**src/rtl/mem_arbiter_pkg.sv**
```systemverilog
`default_nettype none
// ============================================================================
// Module  : mem_arbiter_pkg
// Brief   : Shared definitions for the two-requester memory arbiter:
//           FSM state encoding, requester index constants and a small
//           index-to-one-hot helper.
// Ports   : (package, no ports)
// Revision: 1.0 - initial release
// ============================================================================
package mem_arbiter_pkg;

    localparam int STATE_W = 2;
    typedef logic [STATE_W-1:0] state_t;

    localparam state_t ST_IDLE   = 2'd0;
    localparam state_t ST_ACCESS = 2'd1;
    localparam state_t ST_RESP   = 2'd2;

    // Requester indices as seen on the two-bit request/response vectors.
    localparam logic REQ_CORE   = 1'b0;
    localparam logic REQ_LOADER = 1'b1;

    function automatic logic [1:0] idx_to_onehot(input logic idx);
        return (idx == REQ_LOADER) ? 2'b10 : 2'b01;
    endfunction

endpackage
`default_nettype wire

```
**src/rtl/mem_arbiter_rr_arbiter2.sv**
```systemverilog
`default_nettype none
// ============================================================================
// Module  : rr_arbiter2
// Brief   : Two-way round-robin winner selection. A lone requester always
//           wins; on a tie the requester that was not granted last wins.
// Ports   : req  [1:0] in   request vector
//           last       in   index of the most recently granted requester
//           gnt  [1:0] out  one-hot (or zero) grant
// Revision: 1.0 - initial release
// ============================================================================
module rr_arbiter2
    import mem_arbiter_pkg::*;
(
    input  logic [1:0] req,
    input  logic       last,
    output logic [1:0] gnt
);

    // Requester 0 wins unless requester 1 also asks and 0 was granted last.
    assign gnt[0] = req[0] & (~req[1] | (last == REQ_LOADER));
    assign gnt[1] = req[1] & (~req[0] | (last == REQ_CORE));

endmodule
`default_nettype wire

```
**src/rtl/mem_arbiter.sv**
```systemverilog
`default_nettype none
// ============================================================================
// Module  : mem_arbiter
// Brief   : Arbitrates two requesters (core, loader/debug) onto a single-port
//           memory with a one-cycle read latency. One transfer is in flight at
//           a time: IDLE accepts, ACCESS strobes the memory, RESP returns read
//           data to the owning requester.
// Ports   : clk, rst                   clock, synchronous active-high reset
//           rq_valid/rq_we [1:0]       per-requester request and access type
//           rq_addr0/1, rq_wdata0/1    per-requester address and write data
//           rq_ready [1:0]             acceptance, combinational in IDLE only
//           rs_valid [1:0], rs_rdata   one-cycle read response
//           mem_addr, mem_wdata        registered memory address/write data
//           mem_we, mem_re             one-cycle memory strobes
//           mem_rdata                  memory read data (one cycle after re)
// Revision: 1.0 - initial release
// ============================================================================
module mem_arbiter
    import mem_arbiter_pkg::*;
#(
    parameter int ADDR_W = 32,
    parameter int DATA_W = 32
) (
    input  logic              clk,
    input  logic              rst,
    input  logic [1:0]        rq_valid,
    input  logic [1:0]        rq_we,
    input  logic [ADDR_W-1:0] rq_addr0,
    input  logic [ADDR_W-1:0] rq_addr1,
    input  logic [DATA_W-1:0] rq_wdata0,
    input  logic [DATA_W-1:0] rq_wdata1,
    output logic [1:0]        rq_ready,
    output logic [1:0]        rs_valid,
    output logic [DATA_W-1:0] rs_rdata,
    output logic [ADDR_W-1:0] mem_addr,
    output logic [DATA_W-1:0] mem_wdata,
    output logic              mem_we,
    output logic              mem_re,
    input  logic [DATA_W-1:0] mem_rdata
);

    state_t              r_state;
    state_t              w_next_state;
    logic                r_last_grant;
    logic                r_idx;
    logic                r_we;
    logic [ADDR_W-1:0]   r_addr;
    logic [DATA_W-1:0]   r_wdata;

    logic [1:0]          w_gnt;
    logic                w_win_idx;
    logic                w_accept;

    rr_arbiter2 u_rr (
        .req  (rq_valid),
        .last (r_last_grant),
        .gnt  (w_gnt)
    );

    assign w_win_idx = w_gnt[1];
    assign w_accept  = (r_state == ST_IDLE) && (w_gnt != 2'b00);

    // ---------------- state register ----------------
    always_ff @(posedge clk) begin
        if (rst) begin
            r_state <= ST_IDLE;
        end else begin
            r_state <= w_next_state;
        end
    end

    // ---------------- next-state logic ----------------
    always_comb begin
        w_next_state = r_state;
        case (r_state)
            ST_IDLE:   if (w_accept) w_next_state = ST_ACCESS;
            ST_ACCESS: w_next_state = r_we ? ST_IDLE : ST_RESP;
            ST_RESP:   w_next_state = ST_IDLE;
            default:   w_next_state = ST_IDLE;
        endcase
    end

    // ---------------- output logic ----------------
    // Everything is held low while rst is high so that a reset landing in
    // ACCESS or RESP never leaks a strobe or a response pulse.
    always_comb begin
        rq_ready = 2'b00;
        mem_we   = 1'b0;
        mem_re   = 1'b0;
        rs_valid = 2'b00;
        if (!rst) begin
            case (r_state)
                ST_IDLE: rq_ready = w_gnt;
                ST_ACCESS: begin
                    mem_we = r_we;
                    mem_re = ~r_we;
                end
                ST_RESP:   rs_valid = idx_to_onehot(r_idx);
                default: ;
            endcase
        end
    end

    // ---------------- datapath registers ----------------
    // Captured only at acceptance, so request inputs are don't-care while a
    // transfer is in flight and the memory bus holds its last value in IDLE.
    always_ff @(posedge clk) begin
        if (rst) begin
            r_last_grant <= REQ_LOADER;
            r_idx        <= REQ_CORE;
            r_we         <= 1'b0;
            r_addr       <= '0;
            r_wdata      <= '0;
        end else if (w_accept) begin
            r_last_grant <= w_win_idx;
            r_idx        <= w_win_idx;
            r_we         <= rq_we[w_win_idx];
            r_addr       <= w_win_idx ? rq_addr1  : rq_addr0;
            r_wdata      <= w_win_idx ? rq_wdata1 : rq_wdata0;
        end
    end

    assign mem_addr  = r_addr;
    assign mem_wdata = r_wdata;
    assign rs_rdata  = mem_rdata;

endmodule
`default_nettype wire

```
**config.mk**
```make
export PLATFORM = sky130hd
export DESIGN_NAME = mem_arbiter
export DESIGN_NICKNAME = d
export VERILOG_FILES = /design/src/rtl/mem_arbiter_pkg.sv /design/src/rtl/mem_arbiter_rr_arbiter2.sv /design/src/rtl/mem_arbiter.sv
export SDC_FILE = /design/constraint.sdc
export NUM_CORES = 1
export LEC_CHECK = 0
export CORE_MARGIN = 5
export CORE_UTILIZATION = 30
export DETAILED_ROUTE_END_ITERATION = 8
export GPL_TIMING_DRIVEN = 0
export HOLD_SLACK_MARGIN = 0.03
export PLACE_DENSITY = 0.72
export SLEW_MARGIN = 40
export SYNTH_ARGS = -nofsm -noshare
export SYNTH_HDL_FRONTEND = slang
export SYNTH_HIERARCHICAL = 1
export SYNTH_SLANG_ARGS = --single-unit
```
**constraint.sdc**
```tcl
create_clock -name clk -period 1.9 [get_ports clk]
set_clock_uncertainty 0.15 [all_clocks]
set_input_delay 0.38 -clock clk [delete_from_list [all_inputs] [get_ports clk]]
set_output_delay 0.38 -clock clk [all_outputs]
set_load 0.02 [all_outputs]
```
==> reports/metrics.yaml, run 1 <==
status:
  outcome: "complete, but fails checks"
  violations: "setup timing"
global_route:
  track_usage_pct: 17.7
  grt-ovfl-total: 0
  met3_usage_pct: 6.36
  first_global_vias: 3883
  use_met1_pct: 19.7
  grt_max_degree: 19
  grt_pass1_wl_mm: 20.4
  antenna_found_initial: 0
  met2_usage_pct: 32.3
  grt-busiest-layer: "met2"
worst_setup_path:
  cp_max_fo: 3
  arrival_ns: 1.49
  cp-start-kind: "flip-flop"
  worstSetupEndpointType: "output pin"
  r2r_setup_slack_ns: 0.06
  crit-reg2reg-launch: "r_last_grant"
  critPathRequiredTime_ns: 1.37
  reg2reg_to: "mem_wdata[14]"
  critPathKind: "reg2out"
  r2r_cells: 9
logic_synthesis:
  synth_top_family_by_area: "compound AO/OA/AOI/OAI gates"
  async_reset_ff_share_pct: 0
  synth-simple-area-share_pct: 2.59
  ys_types: 21
  synth-seq-cells: 69
  synth.top_cell.area_share_pct: 38.1
  muxShareOfSynthArea_pct: 18.0
  ys_seq_area_share_pct: 38.1
  synth-edff-count: 0
  netlist_instances: 351
  yosysTopAreaCell: "dfxtp_1"
  synthTopCellsByCount: "dfxtp_1 (69), a21oi_1 (65), mux2i_1 (65)"
  yosysMostFrequentCell: "dfxtp_1"
  synth-compound-area-share_pct: 28.9
  syn_area_um2: 3620
  synth_fp_nets: 517
  synth_area_per_cell_um2: 10.3
  netlist_top_cells_area: "dfxtp_1 (38%), mux2i_1 (18%), a211oi_2 (14%)"
  synth_fa_ha_area_share_pct: 0
  synthXorXnorAreaFrac_pct: 0
  yosysWarnings: 6
  ys.flop_type: "dfxtp_1"
routing:
  finalWirelength_mm: 13.4
  viasPerCell: 4.87
  via_count: 3682
  wl_per_cell_um: 17.7
  firstDrtPassIters: 4
  ant_nets: 0
  drt_iter0_drc: 70
  drc: 0
clock_tree:
  insertion_delay_ns: 0.32
  tritoncts: "done"
  htree_levels: 3
  clock_sink_count: 69
  postCtsHoldBufs: 0
  clk_pin_slew_worst_paths_ns: 0.06
  clockBufferDepth: 2
  root_buffer: "clkbuf_16"
  cts_made_buffers: 9
timing:
  fin_crit_sh_pct: 106
  finalHoldViolCount: 0
  rsz0062_at_grt: "true"
  slew_viol_final: 0
  worst_pin_slew_ns: 0.706
  setup_ws_ns: -0.119
  holdWs_ns: 0.260
  slew_headroom_pct: 53.0
  fin_setup_tns_ns: -0.235
  period_needed_ns: 2.02
  setup_viol: 2
  max_freq_ghz: 0.495
floorplan:
  num_io_pins: 268
  dieArea_um2: 14400
  die_y_um: 120
  die_w_um: 120
  num_rows: 40
  coreArea_um2: 11900
  initial_core_util_pct: 30.4
finish:
  nets: 771
  syn2layout_area_growth_pct: 88.7
  final_core_util_pct: 57.4
  drive_gt1_share_pct: 29.6
  fillers: 1078
  antenna_cells: 0
  final_cell_area_um2: 6840
  stdcell_count: 756
placed_design:
  place_congestion: 0.738
  dp.cells: 732
  hpwlAfterDp_mm: 10.3
  port_buffers: 234
  placed_area_um2: 6170
hold_path:
  min_path_type: "in2reg"
  hold_depth: 2
  hold_path_startpoint: "rst"
  hold_end: "r_state[0]"
pwr:
  p_leak_uw: 0.00255
  ir_worst_vdd_v: 0.000387
  power_density_nw_per_um2: 821
job:
  maxCapViolCount: 0
## cells in the final DEF, fill, tap and decap left out, drive strengths merged
cell type / instances
clkdlybuf4s50: 226
dfxtp: 69
buf: 67
mux2i: 65
a211oi: 65
a21oi: 65
clkbuf: 27
nor4b: 4
clkdlybuf4s15: 3
nor2: 3
clkinv: 2
a21boi: 2
nor4bb: 2
or3b: 1
or2: 1
and2: 1
nor2b: 1
a221o: 1
a22oi: 1
bufinv: 1
clkinvlp: 1
inv: 1
## routing by layer
layer / vias up / share of wire (%)
met2: 158 / 52
met1: 1722 / 39
met4: 0 / 0.92
li1: 1790 / -
met5: - / 0
met3: 12 / 8.2
## state kept, by name (all words and copies together) (netlist names)
signal / count
mem_addr: 32
mem_wdata: 32
r_state: 2
r_idx: 1
r_last_grant: 1
r_we: 1
## logic make-up (layout without fill, tap and decap cells)
group | after synthesis | after routing
buffers and inverters | 70 | 328
AOI/OAI and AO/OA | 134 | 134
muxes | 65 | 65
and+or+nand+nor | 13 | 13
DFF | 69 | 69
## power breakdown
part	switching, µW	leakage, µW	total [µW]	internal, µW
clock network	606	0.000147	1680	1080
logic	1010	0.00183	2150	1140
registers	131	0.000574	1780	1650
## worst max-delay path: stages, from the launching register on
cell and delay (ns):
dfxtp_2 0.34, a21boi_2 0.13, buf_6 0.13, buf_12 0.11, buf_12 0.09, nor4b_4 0.19
buf_4 0.18
## cell type report
| cell class | instances | area, µm² | share of cell area [%] |
|---|---|---|---|
| plain buffers | 68 | 534 | 7.81 |
| clock inverters | 4 | 47.5 | 0.695 |
| clock buffers | 11 | 253 | 3.70 |
| flip-flops and latches | 69 | 1390 | 20.3 |
| inverters | 1 | 3.75 | 0.0549 |
| well taps | 147 | 184 | 2.69 |
| repair buffers | 244 | 2450 | 35.8 |
| multi-input cells | 212 | 1980 | 29.0 |
## what timing repair did
action,in CTS,in global routing
setup buffers,8,1
pin swaps,2,4
gates cloned,2,0
gates resized for setup,53,67
setup endpoints to repair,70,65
## per-stage QoR
| step | setup slack, ns | total power, µW |
|---|---|---|
| CTS | -0.126 | 5590 |
| global route | -0.162 | 5870 |
| detailed placement | -1.23 | 3750 |
| floorplan | 0.0224 | 2830 |
| global placement | -1.23 | 3710 |
| finish | -0.119 | 5610 |
## how the worst max path moves through the flow
| stage | startpoint | endpoint | slack (ns) | cells after the start |
|---|---|---|---|---|
| 2_1_floorplan | rq_valid[1] | rq_ready[1] | 0.02 | 5 |
| 3_3_place_gp | rq_valid[1] | rq_ready[1] | -1.23 | 7 |
| 3_5_place_dp | rq_valid[1] | rq_ready[1] | -1.23 | 7 |
| 4_1_cts | r_last_grant | rq_ready[0] | -0.13 | 5 |
| 5_1_grt | r_last_grant | rq_ready[0] | -0.16 | 5 |
| 6_report | r_last_grant | rq_ready[1] | -0.12 | 6 |
(Power assumes the default switching activity.)
==> run 2: changes to the inputs <==
--- a/config.mk
+++ b/config.mk
@@ -5,9 +5,11 @@
 export SDC_FILE = /design/constraint.sdc
 export NUM_CORES = 1
 export LEC_CHECK = 0
-export CORE_MARGIN = 5
+export ABC_CLOCK_PERIOD_IN_PS = 1900
+export CORE_MARGIN = 2
 export CORE_UTILIZATION = 30
 export DETAILED_ROUTE_END_ITERATION = 8
+export GPL_ROUTABILITY_DRIVEN = 0
 export GPL_TIMING_DRIVEN = 0
 export HOLD_SLACK_MARGIN = 0.03
 export PLACE_DENSITY = 0.72
==> run 2 against run 1 <==
The run still ends with setup timing left; sequential share of layout area rose by 0.40 points; die area fell by 9.8%; non-clock buffer count rose by 1; wire length fell by 7.7%; highest routed layer unchanged; total power fell by 4.8%; fmax fell by 1.7%; critical endpoint is now rq_ready[0]; worst hold slack improved by 0.017 ns; core utilization fell by 1.1 points.
==> reports/metrics.yaml, run 2 (synthesized netlist as in run 1, its figures left out) <==
status:
  outcome: "complete, but fails checks"
  violations: "setup timing"
finish:
  syn2layout_area_growth_pct: 85.0
  seq_area_um2: 1390  # unchanged
  final_cell_mix: "clkdlybuf4s50_1 (226), dfxtp_1 (66), mux2i_1 (64), a21oi_1 (62), buf_4 (42)"
  multiInputGateArea_um2: 1850  # -6.4%
  antenna_cells: 0  # unchanged
  drive_gt1_share_pct: 23.6  # -6.0 points
  nets: 772  # +0.13%
  fillers: 1039  # -3.6%
  final_common_cell: "clkdlybuf4s50_1"
  final_core_util_pct: 56.3  # -1.1 points
job:
  maxCapViolCount: 0  # unchanged
worst_setup_path:
  critPathKind: "reg2out"
  critPathRequiredTime_ns: 1.37  # about the same
  arrival_ns: 1.52  # +0.03 ns
  cp-start-kind: "flip-flop"
  worstSetupEndpointType: "output pin"
  crit_family: "simple AND/OR/NAND/NOR gates"
  worst_path_max_delay_cell: "or3b_4"
  worstPathCellList: "inv_2 -> a21boi_2 -> or3b_4 -> nor2_2 -> buf_6"
  critPathBufInv: 2  # -2
  max_stage_delay_ns: 0.41  # +0.07 ns
  cp_max_fo: 3  # unchanged
pwr:
  ir_worst_vdd_v: 0.000457  # +18%
  comb_power_share_pct: 39.3  # +0.9 points
  clkPwrFrac_pct: 27.7  # -2.2 points
  seq_power_share_pct: 33.1  # +1.4 points
  power_density_nw_per_um2: 797  # -2.9%
  internal-power_uw: 3650  # -5.5%
  p_sw_share_pct: 31.7  # +0.48 points
  switching_power_uw: 1690  # -3.4%
  p_leak_uw: 0.00252  # -1.1%
floorplan:
  initial_core_util_pct: 30.4  # unchanged
  num_rows: 40  # unchanged
  dieArea_um2: 13000  # -9.8%
  die_w_um: 114  # -5.0%
  num_io_pins: 268  # unchanged
  coreArea_um2: 11900  # unchanged
  die_y_um: 114  # -5.0%
placed_design:
  hpwlAfterDp_mm: 9.42  # -8.7%
  port_buffers: 234  # unchanged
timing:
  rsz0062_at_grt: "true"
  holdWs_ns: 0.277  # +0.0169 ns
  period_needed_ns: 2.05  # +0.0352 ns
  setup_ws_ns: -0.154  # -0.0352 ns
  fin_crit_sh_pct: 108  # +1.9 points
  worst_pin_slew_ns: 0.752  # +0.0460 ns
  slew_headroom_pct: 49.9  # -3.1 points
  slew_viol_final: 0  # unchanged
  finalHoldViolCount: 0  # unchanged
  max_freq_ghz: 0.487  # -1.7%
  setup_viol: 2  # unchanged
global_route:
  grt_pass1_wl_mm: 18.5  # -9.4%
  grt_max_degree: 12  # -7
  track_usage_pct: 18.0  # +0.38 points
  first_global_vias: 3636  # -6.4%
  antenna_found_initial: 0  # unchanged
  grt-ovfl-total: 0  # unchanged
routing:
  wl_per_cell_um: 16.3  # -7.8%
  drc: 0  # unchanged
  firstDrtPassIters: 4  # unchanged
  ant_nets: 0  # unchanged
  via_count: 3674  # -0.22%
  finalWirelength_mm: 12.3  # -7.7%
  viasPerCell: 4.85  # -0.35%
  drt_iter0_drc: 127  # +81%
clock_tree:
  cts_made_buffers: 9  # unchanged
  tritoncts: "done"
  clockBufferDepth: 2  # unchanged
  clk_pin_slew_worst_paths_ns: 0.06  # about the same
  htree_levels: 3  # unchanged
  postCtsHoldBufs: 0  # unchanged
  clock_sink_count: 69  # unchanged
  root_buffer: "clkbuf_16"
  insertion_delay_ns: 0.33  # about the same
hold_path:
  min_path_type: "in2reg"
[run 2: stage by stage]
stage	setup slack, ns	cells	cell area, µm²	TNS (ns)	power (µW)
floorplan	0.0224	351	3640	0	2830
global placement	-1.19	732	6170	-37.40	3700
detailed placement	-1.20	732	6170	-38.32	3730
CTS	-0.136	757	6630	-0.401	5350
global route	-0.207	757	6700	-0.444	5600
finish	-0.154	757	6700	-0.254	5340
[run 2: power by group through the flow]
stage | Sequential (µW) | Combinational, µW | Clock (µW)
final | 1770 | 2100 | 1480
after global routing | 1790 | 2230 | 1580
after CTS | 1760 | 2070 | 1510
after detailed placement | 1790 | 1940 | 0
after global placement | 1780 | 1920 | 0
after floorplan | 2000 | 828 | 0
[run 2: layer usage]
metal | global-route usage [%] | routed length (µm) | vias up
met3 | 5.47 | 1050 | 12
met1 | 20.7 | 4850 | 1705
met2 | 32.6 | 6300 | 159
li1 | - | - | 1798
met4 | 4.80 | 137 | 0
met5 | 0 | 0 | -
[run 2: final cells by class]
cell class / instances / area share, %
tap: 147 / 2.74
buffer: 68 / 7.93
multi-input combinational: 212 / 27.6
clock buffer: 11 / 3.47
sequential: 69 / 20.7
inverter: 1 / 0.0560
timing repair buffer: 245 / 37.1
clock inverter: 4 / 0.392
[run 2: what timing repair did]
item                       CTS  global route
gates cloned                 2             2
setup endpoints to repair   67            50
buffers inserted             8             1
resized for setup           54            26
pin swaps                    3             5
[run 2: path summary, 6_finish.rpt]
path,from,to,slack (ns),cells after the start
setup / recovery,r_last_grant,rq_ready[0],-0.15,5
hold / removal,rst,r_state[0],0.28,2
setup reg to reg,r_last_grant,mem_wdata[5],0.07,8
hold reg to reg,r_we,r_state[1],0.35,1
[run 2: worst register-to-register path, delay by kind of cell, from the launching register on]
family                 cells  cell delay [ns]
buffers and inverters      4             0.52
and+or+nand+nor            2             0.44
DFF                        1             0.36
AOI/OAI and AO/OA          2             0.27
